$ cat src/rtl/fetch_pkg.sv
// Shared fetch-stage types and constants: PC select encodings, PC increment
// and the nominal 32/32 queue entry layout.
package fetch_pkg;

    localparam logic [1:0] PC_SEL_SEQ    = 2'b00;
    localparam logic [1:0] PC_SEL_BRANCH = 2'b01;
    localparam logic [1:0] PC_SEL_JUMP   = 2'b10;

    localparam int PC_INCR = 4;

    localparam int FETCH_DATA_W = 32;
    localparam int FETCH_ADDR_W = 32;

    typedef struct packed {
        logic [FETCH_DATA_W-1:0] inst;
        logic [FETCH_ADDR_W-1:0] pc_plus4;
    } fetch_entry_t;

endpackage

$ cat src/rtl/fetch_fifo.sv
// DEPTH-entry circular FIFO with synchronous flush; head read straight from storage.
// 0-cycle head latency after the push edge; overflow is excluded by the caller's credit scheme.
module fetch_fifo #(
    parameter int DEPTH = 4,
    parameter int WIDTH = 64,
    parameter int CNT_W = $clog2(DEPTH) + 1
) (
    input  logic             clock,
    input  logic             reset_n,
    input  logic             push_i,
    input  logic [WIDTH-1:0] push_dat_i,
    input  logic             pop_i,
    input  logic             flush_i,
    output logic [WIDTH-1:0] head_dat_o,
    output logic             empty_o,
    output logic [CNT_W-1:0] count_o
);

    localparam int PTR_W = $clog2(DEPTH);

    logic [WIDTH-1:0] mem_q [DEPTH];
    logic [PTR_W-1:0] rd_ptr_q, rd_ptr_d;
    logic [PTR_W-1:0] wr_ptr_q, wr_ptr_d;
    logic [CNT_W-1:0] count_q, count_d;
    logic             full;
    logic             do_push;
    logic             do_pop;

    assign empty_o    = (count_q == '0);
    assign full       = (count_q == CNT_W'(DEPTH));
    assign do_pop     = pop_i & ~empty_o;
    assign do_push    = push_i & ~flush_i;
    assign head_dat_o = mem_q[rd_ptr_q];
    assign count_o    = count_q;

    always_comb begin
        rd_ptr_d = rd_ptr_q;
        wr_ptr_d = wr_ptr_q;
        count_d  = count_q;
        if (flush_i) begin
            rd_ptr_d = '0;
            wr_ptr_d = '0;
            count_d  = '0;
        end else begin
            if (do_push) wr_ptr_d = wr_ptr_q + PTR_W'(1);
            if (do_pop)  rd_ptr_d = rd_ptr_q + PTR_W'(1);
            case ({do_push, do_pop})
                2'b10:   count_d = count_q + CNT_W'(1);
                2'b01:   count_d = count_q - CNT_W'(1);
                default: count_d = count_q;
            endcase
        end
    end

    always_ff @(posedge clock or negedge reset_n) begin
        if (!reset_n) begin
            rd_ptr_q <= '0;
            wr_ptr_q <= '0;
            count_q  <= '0;
        end else begin
            rd_ptr_q <= rd_ptr_d;
            wr_ptr_q <= wr_ptr_d;
            count_q  <= count_d;
        end
    end

    always_ff @(posedge clock) begin
        if (do_push) mem_q[wr_ptr_q] <= push_dat_i;
    end

    // The fetch credit counts the in-flight request, so a push never meets a full queue.
    assert property (@(posedge clock) disable iff (!reset_n) !(do_push && full))
        else $error("fetch_fifo push while full");

endmodule

$ cat src/rtl/fetch_queue.sv
// PC generation + DEPTH-entry prefetch queue; issue-to-inst_valid latency 2 cycles, 1 inst/cycle.
// Requests stop when queue+in-flight reaches DEPTH; FETCH_PERF_CNT_EN adds stall/flush counters.
module fetch_queue
    import fetch_pkg::*;
#(
    parameter int                ADDR_W   = 32,
    parameter int                DATA_W   = 32,
    parameter int                DEPTH    = 4,
    parameter logic [ADDR_W-1:0] RESET_PC = '0
) (
    input  logic              clock,
    input  logic              reset_n,
    input  logic              fetch_enable,
    input  logic [1:0]        pc_sel,
    input  logic [ADDR_W-1:0] pc_branch,
    input  logic [ADDR_W-1:0] pc_jump,
    output logic              imem_req_valid,
    output logic [ADDR_W-1:0] imem_addr,
    input  logic              imem_rsp_valid,
    input  logic [DATA_W-1:0] imem_rsp_data,
    output logic              inst_valid,
    input  logic              inst_ready,
    output logic [DATA_W-1:0] inst_data,
    output logic [ADDR_W-1:0] inst_pc_plus4
`ifdef FETCH_PERF_CNT_EN
    ,
    output logic [31:0]       perf_stall_cnt,
    output logic [31:0]       perf_flush_cnt
`endif
);

    localparam int CNT_W   = $clog2(DEPTH) + 1;
    localparam int USED_W  = CNT_W + 1;
    localparam int ENTRY_W = DATA_W + ADDR_W;

    typedef struct packed {
        logic [DATA_W-1:0] inst;
        logic [ADDR_W-1:0] pc_plus4;
    } entry_t;

    logic [ADDR_W-1:0] pc_q, pc_d;
    logic [ADDR_W-1:0] issued_pc_q, issued_pc_d;
    logic              inflight_q, inflight_d;
    logic              epoch_q, epoch_d;
    logic              req_epoch_q, req_epoch_d;
    logic              active_q;
    entry_t            hold_q, hold_d;

    logic              redirect;
    logic [ADDR_W-1:0] target;
    logic [CNT_W-1:0]  fifo_count;
    logic [USED_W-1:0] used;
    logic              issue;
    logic              accept;
    logic              pop;
    logic              fifo_empty;
    entry_t            push_entry;
    entry_t            head_entry;

    assign redirect = (pc_sel != PC_SEL_SEQ);
    assign target   = pc_sel[1] ? pc_jump : pc_branch;
    assign used     = {1'b0, fifo_count} + USED_W'(inflight_q);

    // active_q keeps requests off the bus while reset is (and has just been) asserted.
    assign issue = active_q & fetch_enable & ~redirect & (used < USED_W'(DEPTH));

    assign accept = imem_rsp_valid & inflight_q & (req_epoch_q == epoch_q) & ~redirect;
    assign push_entry.inst     = imem_rsp_data;
    assign push_entry.pc_plus4 = issued_pc_q + ADDR_W'(PC_INCR);

    assign imem_req_valid = issue;
    assign imem_addr      = pc_q;

    assign inst_valid    = ~fifo_empty;
    assign pop           = inst_valid & inst_ready;
    assign inst_data     = inst_valid ? head_entry.inst : hold_q.inst;
    assign inst_pc_plus4 = inst_valid ? head_entry.pc_plus4 : hold_q.pc_plus4;

    always_comb begin
        pc_d        = pc_q;
        issued_pc_d = issued_pc_q;
        inflight_d  = issue;
        epoch_d     = epoch_q;
        req_epoch_d = req_epoch_q;
        hold_d      = inst_valid ? head_entry : hold_q;
        if (redirect) begin
            pc_d    = target;
            epoch_d = ~epoch_q;
        end else if (issue) begin
            pc_d        = pc_q + ADDR_W'(PC_INCR);
            issued_pc_d = pc_q;
            req_epoch_d = epoch_q;
        end
    end

    always_ff @(posedge clock or negedge reset_n) begin
        if (!reset_n) begin
            pc_q        <= RESET_PC;
            issued_pc_q <= '0;
            inflight_q  <= 1'b0;
            epoch_q     <= 1'b0;
            req_epoch_q <= 1'b0;
            active_q    <= 1'b0;
            hold_q      <= '0;
        end else begin
            pc_q        <= pc_d;
            issued_pc_q <= issued_pc_d;
            inflight_q  <= inflight_d;
            epoch_q     <= epoch_d;
            req_epoch_q <= req_epoch_d;
            active_q    <= 1'b1;
            hold_q      <= hold_d;
        end
    end

    fetch_fifo #(
        .DEPTH (DEPTH),
        .WIDTH (ENTRY_W),
        .CNT_W (CNT_W)
    ) u_fifo (
        .clock      (clock),
        .reset_n    (reset_n),
        .push_i     (accept),
        .push_dat_i (push_entry),
        .pop_i      (pop),
        .flush_i    (redirect),
        .head_dat_o (head_entry),
        .empty_o    (fifo_empty),
        .count_o    (fifo_count)
    );

`ifdef FETCH_PERF_CNT_EN
    logic [31:0] stall_cnt_q;
    logic [31:0] flush_cnt_q;

    always_ff @(posedge clock or negedge reset_n) begin
        if (!reset_n) begin
            stall_cnt_q <= '0;
            flush_cnt_q <= '0;
        end else begin
            if (fetch_enable && !redirect && !issue && (stall_cnt_q != '1))
                stall_cnt_q <= stall_cnt_q + 32'd1;
            if (redirect && (flush_cnt_q != '1))
                flush_cnt_q <= flush_cnt_q + 32'd1;
        end
    end

    assign perf_stall_cnt = stall_cnt_q;
    assign perf_flush_cnt = flush_cnt_q;
`endif

endmodule

$ cat config.mk
export PLATFORM = sky130hd
export DESIGN_NAME = fetch_queue
export DESIGN_NICKNAME = d
export VERILOG_FILES = /design/src/rtl/fetch_pkg.sv /design/src/rtl/fetch_fifo.sv /design/src/rtl/fetch_queue.sv
export SDC_FILE = /design/constraint.sdc
export NUM_CORES = 1
export LEC_CHECK = 0
export CORE_MARGIN = 10
export CORE_UTILIZATION = 35
export CTS_BUF_LIST = sky130_fd_sc_hd__clkbuf_4
export DETAILED_ROUTE_END_ITERATION = 8
export PLACE_DENSITY = 0.6
export SKIP_LAST_GASP = 1
export SLEW_MARGIN = 40
export SYNTH_ARGS = -nofsm -noshare
export SYNTH_HDL_FRONTEND = slang
export SYNTH_SLANG_ARGS = --single-unit
$ cat constraint.sdc
create_clock -name clock -period 2.87 [get_ports clock]
set_clock_uncertainty 0.05 [all_clocks]
set_input_delay 0.4305 -clock clock [delete_from_list [all_inputs] [get_ports clock]]
set_output_delay 0.4305 -clock clock [all_outputs]
set_load 0.1 [all_outputs]
# Yosys cells after proc, flatten, opt, wreduce, memory -nomap -nowiden
# Memories as Yosys holds them, arrays and structs flattened.
# Cells that the tools add are included.
word_totals:
  ff_bits: 139
  ram_bits: 256
  output_inout_bits: 98
  wordCells: 55
  mem_count: 1
mem_list:
  columns: ["memory", "depth", "word_bits", "read_ports", "rd_clocked_by_memory_dff", "wr", "line", "text"]
  rows:
  - ["u_fifo.mem_q", 4, 64, 1, 0, 1, "fetch_fifo.sv:21", "logic [WIDTH-1:0] mem_q [DEPTH];"]
classes:
  n_addsub: 7
  order_cmp: 1
  n_eq_ne: 3
  muxes: 13
  bitwise_logic: 12
  n_reduce_logical: 7
op_table:
  columns: ["operator", "count"]
  rows:
  - ["$mux W32", 5]
  - ["$add A32 B3 Y32 const B", 2]
  - ["$and A1 B1 Y1", 9]
  - ["$mux W2", 4]
  - ["$reduce_bool A2 Y1", 4]
  - ["$pmux W3 S2", 1]
  - ["$add A2 B1 Y2 const B", 2]
  - ["$add A3 B1 Y4", 1]
  - ["$lt A4 B3 Y1 const B", 1]
  - ["$add A3 B1 Y3 const B", 1]
  - ["$logic_not A3 Y1", 1]
  - ["$mux W3", 1]
  - ["$not A1 Y1", 3]
  - ["$reduce_bool A3 Y1", 1]
  - ["$sub A3 B1 Y3 const B", 1]
  - ["$eq A2 B1 Y1 const B", 1]
  - ["$eq A2 B2 Y1 const B", 1]
  - ["$mux W1", 2]
  - ["$reduce_and A2 Y1", 1]
  - ["$eq A1 B1 Y1", 1]

# Depth between registers and ports, before layout
# Gate-level depths: netlist (run 1).
logic_depth:
  depth_word: 7
  ltp_mapped: 8
  depth_no_buf: 7

# Hierarchy
# From an unflattened synthesis (run 1), not the netlist that was laid out.
hier_totals:
  hier_cells: 916
  area_unflattened_um2: 16041.6
modules_own_cells:
  columns: ["mod", "instances", "cells_per_inst", "area_each_um2", "seq_area_each_um2"]
  rows:
  - ["fetch_fifo", 1, 384, 9726.8, 7862.5]
  - ["fetch_queue", 1, 532, 6314.8, 3303.2]

# Worst setup path before layout (run 1)
# OpenSTA, ideal clock, no wires.
synth_timing:
  path_type: "in2reg"
  from: "input port pc_sel[0]"
  to: "memory u_fifo.mem_q[0][0] (enable)"
  setup_ps: 429
  arrival_ps: 2614
  required_ps: 2391
  setup_slack_ps: -224
  cell_stages: 3
  path_buffers: 1
  path_cell_list: "nor2_1 clkbuf_1 and3_1"
synth_between:
  elab_chain_cells: 6
synth_lines:
  columns: ["element", "line", "text"]
  rows:
  - ["from (decl)", "fetch_queue.sv:14", "input logic [1:0] pc_sel,"]
  - ["$reduce_bool A2 Y1 (*)", "fetch_queue.sv:60", "assign redirect = (pc_sel != PC_SEL_SEQ);"]
  - ["$not A1 Y1 (*)", "fetch_fifo.sv:32, fetch_queue.sv:67", null]
  - ["$and A1 B1 Y1", "fetch_queue.sv:67", "assign accept = imem_rsp_valid & inflight_q & (req_epoch_q == epoch_q) & ~redirect;"]
  - ["$and A1 B1 Y1 (*)", "fetch_fifo.sv:32", "assign do_push = push_i & ~flush_i;"]
  - ["$mux W1 (*)", "fetch_fifo.sv:68", "if (do_push) mem_q[wr_ptr_q] <= push_dat_i;"]
  - ["$mux W1 (not written as such) (*)", "fetch_fifo.sv:68", null]
  - ["to (decl)", "fetch_fifo.sv:21", null]
# Mark *: on every way between the ends. The rest lies on a longest branch, timed or not.

# Final worst setup path (run 1)
layout_timing:
  from: "register u_fifo.rd_ptr_q[0]"
  to: "output port inst_pc_plus4[29]"
layout_between:
  elab_chain_cells: 2
layout_lines:
  columns: ["element", "line", "text"]
  rows:
  - ["from (decl)", "fetch_fifo.sv:22", "logic [PTR_W-1:0] rd_ptr_q, rd_ptr_d;"]
  - ["from (signal assigned)", "fetch_fifo.sv:61", "rd_ptr_q <= rd_ptr_d;"]
  - ["$mem_v2 Z4 W64", null, null]
  - ["$mux W32", "fetch_queue.sv:77", "assign inst_pc_plus4 = inst_valid ? head_entry.pc_plus4 : hold_q.pc_plus4;"]
  - ["to (decl)", "fetch_queue.sv:24", "output logic [ADDR_W-1:0] inst_pc_plus4"]
# No other way between the ends.

==> impl_results.md, run 1 <==
* Net Sw Power at 0.00663 W
* Starting Density at 35.3%
* DRC viols at 0
* Reg2reg path depth at 9
* P_int at 0.0115 W
* Drt pass-1 iters at 5
* Final min period at 3.05 ns
* H-tree depth at 3
* Post-DP HPWL at 25400 µm
* Comb pwr share at 34.5%
* Setup Crit Path Kind: flip-flop to primary output
* Die Height at 234 µm
* Die X at 234 µm
* Die ar. at 0.0546 mm²
* First-pass GRT wire length at 61700 µm
* Vias in the first global route at 10.6k
* Synth cell types at 51
* Max-slew violation count at 0
* Setup violators final at 64
* Layout cells sized above 1 at 35.4%
* Fin area at 0.0217 mm²
* Cells after Synth at 977
* DP Area at 0.0196 mm²
* Worst EP arrival at 2.57 ns
* Tot GR Track Use at 14.8%
* Overflow after GRT at 0
* Hold Fails Final Rpt at 0
* Worst EP required at 2.39 ns
* WL per Instance at 19.9 µm
* Fin nets at 1419
* Fraction of registers with async set/reset at 35.2%
* Std-Cell Rows at 78
* Sequential power share at 38.7%
* Class of the worst hold path: primary input to async pin
* End of the worst register-to-register path: u_fifo.count_o[2]
* Clock tree from TritonCTS: done
* Clock Power Share at 26.7%
* Post-DRT Antenna Nets at 0
* Fin crit share at 106%
* Most frequent cells in the layout: edfxtp_1, clkbuf_4, dfrtp_1, nand2_1, clkdlybuf4s50_1
* Core Area at 0.0453 mm²
* I/O pin count at 201
* Number of max-cap violations at 0
* Synth Register Bits at 395
* Mean Syn Cell Area at 16.4 µm²
* Vias per cell at 4.88
* Input/output buffers at 200
* Sw frac at 36.6%
* Synth warn at 0
* Clock Tree Buf Depth at 3
* Relative slew margins at 62.8%
* Unrepaired setup endpoints after global routing: yes
* CTS clk-pin slew, worst paths at 0.06 ns
* Synthesized area at 0.0160 mm²
* Post-synth EDFFs at 256
* Status: finished, violations left
* Util after Layout at 47.8%
* Total CTS buffers at 104
* CTS sink cnt at 395
* Sequential area share after synthesis at 69.8%
* Placer Congestion at 0.799
* R2r setup slk at 0.34 ns
* Crit-path max FO at 6
* R2r startpoint: u_fifo.count_o[0]
* Slew @ Worst Pin at 0.559 ns
* Most common cell after layout, fill and taps aside: edfxtp_1
* Area Overhead vs Synth at 35.4%
* Fmax at 0.328 GHz
* PwrDens at 836 mW/mm²
* Initial antenna violation count at 2
* Filler Cells Inserted at 3958
* Leak at 8.21 nW
* Worst skew pair latency at 0.82 ns
* Syn nets at 1087
* Largest net degree at the start of global routing at 52
* Ys flop type: edfxtp_1
* Critical Path Source Type: flip-flop
* Worst IR Drop VDD at 0.583 mV
* Setup ws final at -0.180 ns
* Routed Wire Length at 39900 µm
* Failing checks: setup timing
* CP endpoint kind: primary output
* Clock root buffer: clkbuf_4
* Drt initial violations at 601
* Vias at 9775
==> metrics by stage <==
| step | instances | setup WS (ns) | power, W | TNS (ns) | hold slack [ns] |
|---|---|---|---|---|---|
| after floorplan | 977 | 0.110 | 0.0108 | 0 | 0.0849 |
| after global placement | 1769 | 0.418 | 0.0131 | 0 | 0.378 |
| after detailed placement | 1769 | 0.390 | 0.0131 | 0 | 0.371 |
| after CTS | 1992 | -0.291 | 0.0183 | -15.53 | 0.00801 |
| after global routing | 2002 | -0.314 | 0.0189 | -18.18 | 0.00813 |
| final | 2002 | -0.180 | 0.0181 | -8.90 | 0.0915 |
==> sequential cells by signal, indices dropped and copies added (netlist names), 2 cells and up <==
signal           cells
hold_q              64
u_fifo.rd_ptr_q      2
u_fifo.count_o       3
u_fifo.wr_ptr_q      2
issued_pc_q         32
u_fifo.mem_q       256
imem_addr           32
==> layer usage <==
metal	global-route usage [%]	wire length (µm)	part of all wire, %	vias to the layer above
li1	-	-	-	4473
met1	18.5	16800	42	4893
met2	23.2	19000	48	357
met3	5.49	3330	8.4	52
met4	5.06	723	1.8	0
met5	0	0	0	-
==> cell usage after synthesis, types with 11 or more instances <==
master,instances,area [µm²]
a21oi_1,20,100
buf_2,16,80.1
o21ai_0,19,95.1
nand3_1,28,140
clkbuf_1,16,60.1
o22ai_1,12,75.1
and3_1,12,75.1
xor2_1,21,184
nor3_1,11,55.1
mux2i_1,21,210
dfrtp_1,139,3480
mux2_2,61,687
nand4_1,19,119
nand2_1,123,462
edfxtp_1,256,7690
nor2_1,26,97.6
xnor2_1,31,272
mux4_2,64,1440
==> cell type report <==
cell class / count / area, µm² / share of cell area, %
timing repair buffer: 268 / 3480 / 16.1
inverter: 9 / 33.8 / 0.156
sequential: 395 / 11200 / 51.6
antenna: 3 / 7.51 / 0.0347
clock inverter: 35 / 155 / 0.716
multi-input combinational: 531 / 4840 / 22.4
clock buffer: 161 / 1210 / 5.58
tap: 600 / 751 / 3.47
==> power groups by stage <==
stage	registers [W]	logic, W	clock network (W)
finish	0.00701	0.00625	0.00484
global placement	0.00709	0.00600	0
floorplan	0.00732	0.00347	0
CTS	0.00701	0.00627	0.00505
detailed placement	0.00711	0.00603	0
global route	0.00708	0.00647	0.00537
==> critical path, cell delays in order, from the launching register on <==
cell and delay (ns):
dfrtp_4 0.47, buf_4 0.17, buf_12 0.13, mux4_2 0.54, mux2_4 0.30, buf_12 0.17
==> how the worst max path moves through the flow <==
stage	from	endpoint	slack (ns)	cells after the start
3_5_place_dp	u_fifo.count_o[1]	inst_pc_plus4[2]	0.39	4
4_1_cts	u_fifo.rd_ptr_q[0]	inst_data[1]	-0.29	5
2_1_floorplan	u_fifo.count_o[1]	inst_pc_plus4[26]	0.11	5
3_3_place_gp	u_fifo.count_o[1]	inst_pc_plus4[2]	0.42	4
6_report	u_fifo.rd_ptr_q[0]	inst_pc_plus4[29]	-0.18	5
5_1_grt	u_fifo.rd_ptr_q[0]	inst_pc_plus4[29]	-0.31	5
==> repair_timing <==
item | 4_1_cts | 5_1_grt
endpoints found under the setup margin | 64 | 65
gates resized for setup | 77 | 5
endpoints found under the hold margin | 139 | 0
pin swaps | 1 | 0
hold buffers | 1 | 0
buffers inserted | 19 | 7
gates cloned | 7 | 2
==> cell families after synthesis <==
kind of cell,count (synthesis),synth area share (%)
other,1,0.0234
AO/OA/AOI/OAI,63,2.27
AND/OR/NAND/NOR,254,7.89
buffers and inverters,53,1.52
XOR/XNOR,52,2.85
multiplexers,152,15.0
flip-flops,395,69.8
adder cells (fa/ha/maj),7,0.595
Power figures use the tool's default switching activity.
==> run 2, diff against run 1 <==
--- a/config.mk
+++ b/config.mk
@@ -9,6 +9,7 @@
 export CORE_UTILIZATION = 35
 export CTS_BUF_LIST = sky130_fd_sc_hd__clkbuf_4
 export DETAILED_ROUTE_END_ITERATION = 8
+export MAX_ROUTING_LAYER = met4
 export PLACE_DENSITY = 0.6
 export SKIP_LAST_GASP = 1
 export SLEW_MARGIN = 40
==> run 2 against run 1 <==
Against the previous run: the run still ends with setup timing left; largest cell class unchanged; core utilization hardly changed; clock-buffer cell count is the same; flip-flop and latch count did not move; sequential power about the same.
==> impl_results.md, run 2 (same netlist as run 1, synthesis figures left out) <==
* Status: finished, violations left
* Failing checks: setup timing
* Placer Congestion at 0.809 (+1.3%)
* Critical Path Source Type: flip-flop
* CP endpoint kind: primary output
* CP Cell Sequence: buf_4 -> buf_12 -> mux4_2 -> mux2_4 -> buf_12
* First-pass GRT wire length at 61500 µm (-0.19%)
* Most frequent cells in the layout: edfxtp_1, clkbuf_4, dfrtp_1, nand2_1, clkdlybuf4s50_1
* Clock tree from TritonCTS: done
* Filler Cells Inserted at 3955 (-0.076%)
* CTS clk-pin slew, worst paths at 0.06 ns (about the same)
* Crit-path most repeated cell: buf_12
* Total power at 0.0181 W (about the same)
* Reg area at 0.0112 mm² (unchanged)
* Layout cells sized above 1 at 35.4% (+0.046 points)
* Regs by FF count: u_fifo.mem_q (256), hold_q (64)
* Vias per cell at 4.87 (-0.35%)
* Fin crit share at 107% (+0.25 points)
* Setup ws final at -0.187 ns (-0.00732 ns)
* Starting Density at 35.3% (unchanged)
* PwrDens at 836 mW/mm² (about the same)
* Routed Wire Length at 39900 µm (about the same)
* Most common cell after layout, fill and taps aside: edfxtp_1
* Core Area at 0.0453 mm² (unchanged)
* CTS sink cnt at 395 (unchanged)
* Final min period at 3.06 ns (+0.00732 ns)
* Hold Fails Final Rpt at 0 (unchanged)
* Largest net degree at the start of global routing at 52 (unchanged)
* Max-slew violation count at 0 (unchanged)
* Multi-input logic area at 0.00484 mm² (unchanged)
* Fmax at 0.327 GHz (-0.24%)
* Worst IR Drop VDD at 0.583 mV (about the same)
* Clock Tree Buf Depth at 3 (unchanged)
* CP max stage delay at 0.54 ns (about the same)
* Std-Cell Rows at 78 (unchanged)
* Post-Route Setup TNS at -9.33 ns (-0.435 ns)
* Place WS at 0.390 ns (unchanged)
* Setup violators final at 64 (unchanged)
* Post-DRT Antenna Nets at 0 (unchanged)
* Relative slew margins at 62.8% (+0.074 points)
* Die Height at 234 µm (unchanged)
* Drt pass-1 iters at 6 (+1)
* Input/output buffers at 200 (unchanged)
* I/O pin count at 201 (unchanged)
* Worst EP required at 2.39 ns (about the same)
* Slowest cell on the critical path: mux4_2
* Die ar. at 0.0546 mm² (unchanged)
* DRC viols at 0 (unchanged)
* Post-DP HPWL at 25400 µm (unchanged)
* Leak at 8.22 nW (about the same)
* Area Overhead vs Synth at 35.5% (about the same)
* WP buf/inv at 3 (unchanged)
* Largest register FFs at 256 (unchanged)
* Clock root buffer: clkbuf_4
* Setup Crit Path Kind: flip-flop to primary output
* Drt initial violations at 565 (-6.0%)
* Vias at 9755 (-0.20%)
* Critical path's top delay family: multiplexers
* Slew @ Worst Pin at 0.558 ns (-0.00111 ns)
* Worst skew pair latency at 0.83 ns (about the same)
* Initial antenna violation count at 2 (unchanged)
* Unrepaired setup endpoints after global routing: yes
* Vias in the first global route at 10.6k (+0.16%)
* Class of the worst hold path: primary input to async pin
* Number of max-cap violations at 0 (unchanged)
* Tot GR Track Use at 15.2% (+0.45 points)
* Crit-path max FO at 6 (unchanged)
* H-tree depth at 3 (unchanged)
* Fin nets at 1420 (+0.070%)
* Worst EP arrival at 2.58 ns (about the same)
* Overflow after GRT at 0 (unchanged)
* WL per Instance at 19.9 µm (-0.15%)
* Register with the most flip-flops: u_fifo.mem_q
* Total CTS buffers at 104 (unchanged)
* Die X at 234 µm (unchanged)
run 2: cell types whose count changed in the layout (fill, tap and decap cells not counted):
cell,change
buf_4,+1
diode_2,+2
buf_8,+1
buf_6,-1
run 2: per-stage QoR:
step	hold WS (ns)	cells	instance area, µm²	util [%]
6_report	0.0750	2005	21700	47.9
5_1_grt	0.000633	2004	21700	47.9
4_1_cts	0.00801	1992	21600	47.6
3_5_place_dp	0.371	1769	19600	43.2
3_3_place_gp	0.378	1769	19600	43.2
2_1_floorplan	0.0849	977	16000	-
run 2: metal layers:
metal | vias to the layer above | part of all wire [%] | track usage (%)
met2 | 312 | 48 | 23.2
met3 | 56 | 7.1 | 5.15
li1 | 4475 | - | -
met4 | 0 | 1.9 | 5.04
met1 | 4912 | 43 | 18.7
met5 | - | 0 | -
run 2: worst paths after layout:
kind / end / cells after the start / start / slack [ns]
worst min register to register: req_epoch_q / 2 / req_epoch_q / 0.44
max in group asynchronous: u_fifo.count_o[2] / 3 / reset_n / 1.96
worst max register to register: u_fifo.count_o[2] / 9 / u_fifo.count_o[0] / 0.33
worst min-delay path: hold_q[39] / 2 / reset_n / 0.07
worst max-delay path: inst_pc_plus4[29] / 5 / u_fifo.rd_ptr_q[0] / -0.19
min in group clock: imem_addr[1] / 3 / pc_jump[1] / 0.11
run 2: where the power goes:
group	total [W]	internal, W	switching, W
registers	0.00701	0.00667	0.000336
logic	0.00626	0.00224	0.00402
clock network	0.00484	0.00257	0.00228
run 2: what timing repair did:
action                                  in CTS  in global routing
gates cloned                                 7                  2
endpoints found under the hold margin      139                  0
endpoints found under the setup margin      64                 65
gates resized for setup                     77                  6
buffers inserted                            19                  8
pin swaps                                    1                  0
hold buffers                                 1                  0
run 2: final cells by class:
class	count	share of cell area, %
Multi-Input combinational cell	531	22.4
Clock buffer	161	5.58
Sequential cell	395	51.6
Antenna cell	5	0.0577
Clock inverter	35	0.716
Timing Repair Buffer	269	16.1
Tap cell	600	3.46
Inverter	9	0.156
==> run 3, diff against run 2 <==
--- a/config.mk
+++ b/config.mk
@@ -6,11 +6,11 @@
 export NUM_CORES = 1
 export LEC_CHECK = 0
 export CORE_MARGIN = 10
-export CORE_UTILIZATION = 35
+export CORE_UTILIZATION = 52
 export CTS_BUF_LIST = sky130_fd_sc_hd__clkbuf_4
 export DETAILED_ROUTE_END_ITERATION = 8
 export MAX_ROUTING_LAYER = met4
-export PLACE_DENSITY = 0.6
+export PLACE_DENSITY = 0.82
 export SKIP_LAST_GASP = 1
 export SLEW_MARGIN = 40
 export SYNTH_ARGS = -nofsm -noshare
==> run 3 against run 2 <==
Against the previous run: the run still ends with setup timing left; combinational power shrank 2%; power shrank 1.8%; routed wire length shrank 4.6%; critical path type unchanged; sequential power is essentially flat; core utilization grew 21 points; highest routed layer unchanged; largest cell class unchanged; worst setup slack gained 0.047 ns; cell area shrank 3.2%.
==> impl_results.md, run 3 (same netlist as run 1, synthesis figures left out) <==
* Die ar. at 0.0382 mm² (-30%)
* Routed Wire Length at 38100 µm (-4.6%)
* Worst skew pair latency at 0.75 ns (-0.08 ns)
* Layout cells sized above 1 at 33.6% (-1.8 points)
* Max-slew violation count at 0 (unchanged)
* Unrepaired setup endpoints after global routing: yes
* Placer Congestion at 0.834 (+3.1%)
* Total power at 0.0178 W (-1.8%)
* Largest register FFs at 256 (unchanged)
* Starting Density at 52.6% (+17 points)
* Final min period at 3.01 ns (-0.0471 ns)
* Post-DRT Antenna Nets at 0 (unchanged)
* Final Instance Count excl. Fillers at 1767 (-12%)
* Total CTS buffers at 96 (-7.7%)
* Place WS at 0.359 ns (-0.0314 ns)
* CTS clk-pin slew, worst paths at 0.07 ns (about the same)
* Most frequent cells in the layout: edfxtp_1, clkbuf_4, dfrtp_1, nand2_1, clkdlybuf4s50_1
* Slew @ Worst Pin at 0.680 ns (+0.122 ns)
* Regs by FF count: u_fifo.mem_q (256), hold_q (64)
* Vias at 9748 (-0.072%)
* Input/output buffers at 200 (unchanged)
* Vias in the first global route at 10.7k (+0.82%)
* Vias per cell at 5.52 (+13%)
* Critical Path Source Type: flip-flop
* I/O pin count at 201 (unchanged)
* Fmax at 0.332 GHz (+1.6%)
* Post-DP HPWL at 25300 µm (-0.32%)
* Crit-path max FO at 41 (+35)
* DRC viols at 0 (unchanged)
* Largest net degree at the start of global routing at 65 (+25%)
* Post-Route Setup TNS at -5.77 ns (+3.56 ns)
* Fin crit share at 105% (-1.6 points)
* Setup Crit Path Kind: flip-flop to primary output
* Area Overhead vs Synth at 31.2%
* Die X at 195 µm (-16%)
* Clock Tree Buf Depth at 3 (unchanged)
* WL per Instance at 21.5 µm (+8.2%)
* CTS sink cnt at 395 (unchanged)
* Clock root buffer: clkbuf_4
* First-pass GRT wire length at 59500 µm (-3.3%)
* Relative slew margins at 54.7% (-8.2 points)
* Drt pass-1 iters at 5 (-1)
* Leak at 8.01 nW (-2.5%)
* Die Height at 195 µm (-16%)
* Worst EP arrival at 2.53 ns (-0.05 ns)
* Overflow after GRT at 0 (unchanged)
* PwrDens at 848 mW/mm² (+1.5%)
* Setup ws final at -0.140 ns (+0.0471 ns)
* Tot GR Track Use at 20.2% (+5.0 points)
* Placed Cells incl. Taps at 1564 (-12%)
* Worst EP required at 2.39 ns (about the same)
* H-tree depth at 3 (unchanged)
* Most common cell after layout, fill and taps aside: edfxtp_1
* Class of the worst hold path: primary input to async pin
* Std-Cell Rows at 64 (-18%)
* Worst IR Drop VDD at 0.452 mV (-23%)
* Drt initial violations at 623 (+10%)
* Initial antenna violation count at 3 (+1)
* Status: finished, violations left
* Clock tree from TritonCTS: done
* Hold Fails Final Rpt at 0 (unchanged)
* CP endpoint kind: primary output
* Number of max-cap violations at 0 (unchanged)
* Core Area at 0.0304 mm² (-33%)
* Fin nets at 1395 (-1.8%)
* Setup violators final at 64 (unchanged)
* Failing checks: setup timing
* Register with the most flip-flops: u_fifo.mem_q
## run 3: cell type report
class,count,area [µm²]
Fill cell,2001,9450
Inverter,9,33.8
Tap cell,396,495
Multi-Input combinational cell,529,4710
Antenna cell,3,7.51
Clock buffer,147,1100
Sequential cell,395,11200
Timing Repair Buffer,254,3280
Clock inverter,34,180
## run 3: worst paths after layout
kind / cells after the start / slack, ns / to / startpoint
max: 4 / -0.14 / inst_pc_plus4[18] / u_fifo.count_o[0]
min: 2 / 0.18 / hold_q[50] / reset_n
max reg2reg: 6 / 0.47 / u_fifo.mem_q[1][26] / issued_pc_q[3]
min reg2reg: 2 / 0.46 / req_epoch_q / req_epoch_q
max in group asynchronous: 3 / 1.77 / hold_q[57] / reset_n
min in group clock: 3 / 0.22 / imem_addr[1] / pc_jump[1]
## run 3: power breakdown
group	total, W	switching, W	internal [W]
clock	0.00465	0.00226	0.00239
combinational	0.00613	0.00400	0.00213
sequential	0.00702	0.000345	0.00667
total	0.0178	0.00660	0.0112
## run 3: timing repair
| action | CTS | global route |
|---|---|---|
| hold buffers | 1 | 0 |
| buffers inserted | 4 | 10 |
| gates cloned | 2 | 2 |
| setup endpoints to repair | 64 | 64 |
| endpoints found under the hold margin | 59 | 0 |
| gates resized for setup | 17 | 28 |
## run 3: layer usage
| metal | GRT usage [%] | vias to the layer above | share of wire (%) |
|---|---|---|---|
| met4 | 7.61 | 0 | 2.7 |
| met2 | 32.1 | 418 | 49 |
| met3 | 4.64 | 71 | 6.7 |
| li1 | - | 4402 | - |
| met5 | - | - | 0 |
| met1 | 24.8 | 4857 | 41 |
## run 3: critical path: stages (launching register included)
cell and delay [ns]:
dfrtp_1 0.46, or3_4 0.43, buf_8 0.23, mux2_1 0.43, buf_12 0.18
## run 3: metrics by stage
stage	hold slack [ns]	instance area [µm²]	util, %
finish	0.181	21000	69.0
global route	0.184	21000	69.0
CTS	0.161	20700	68.2
detailed placement	0.420	19300	63.4
global placement	0.413	19300	63.4
floorplan	0.0849	16000	-
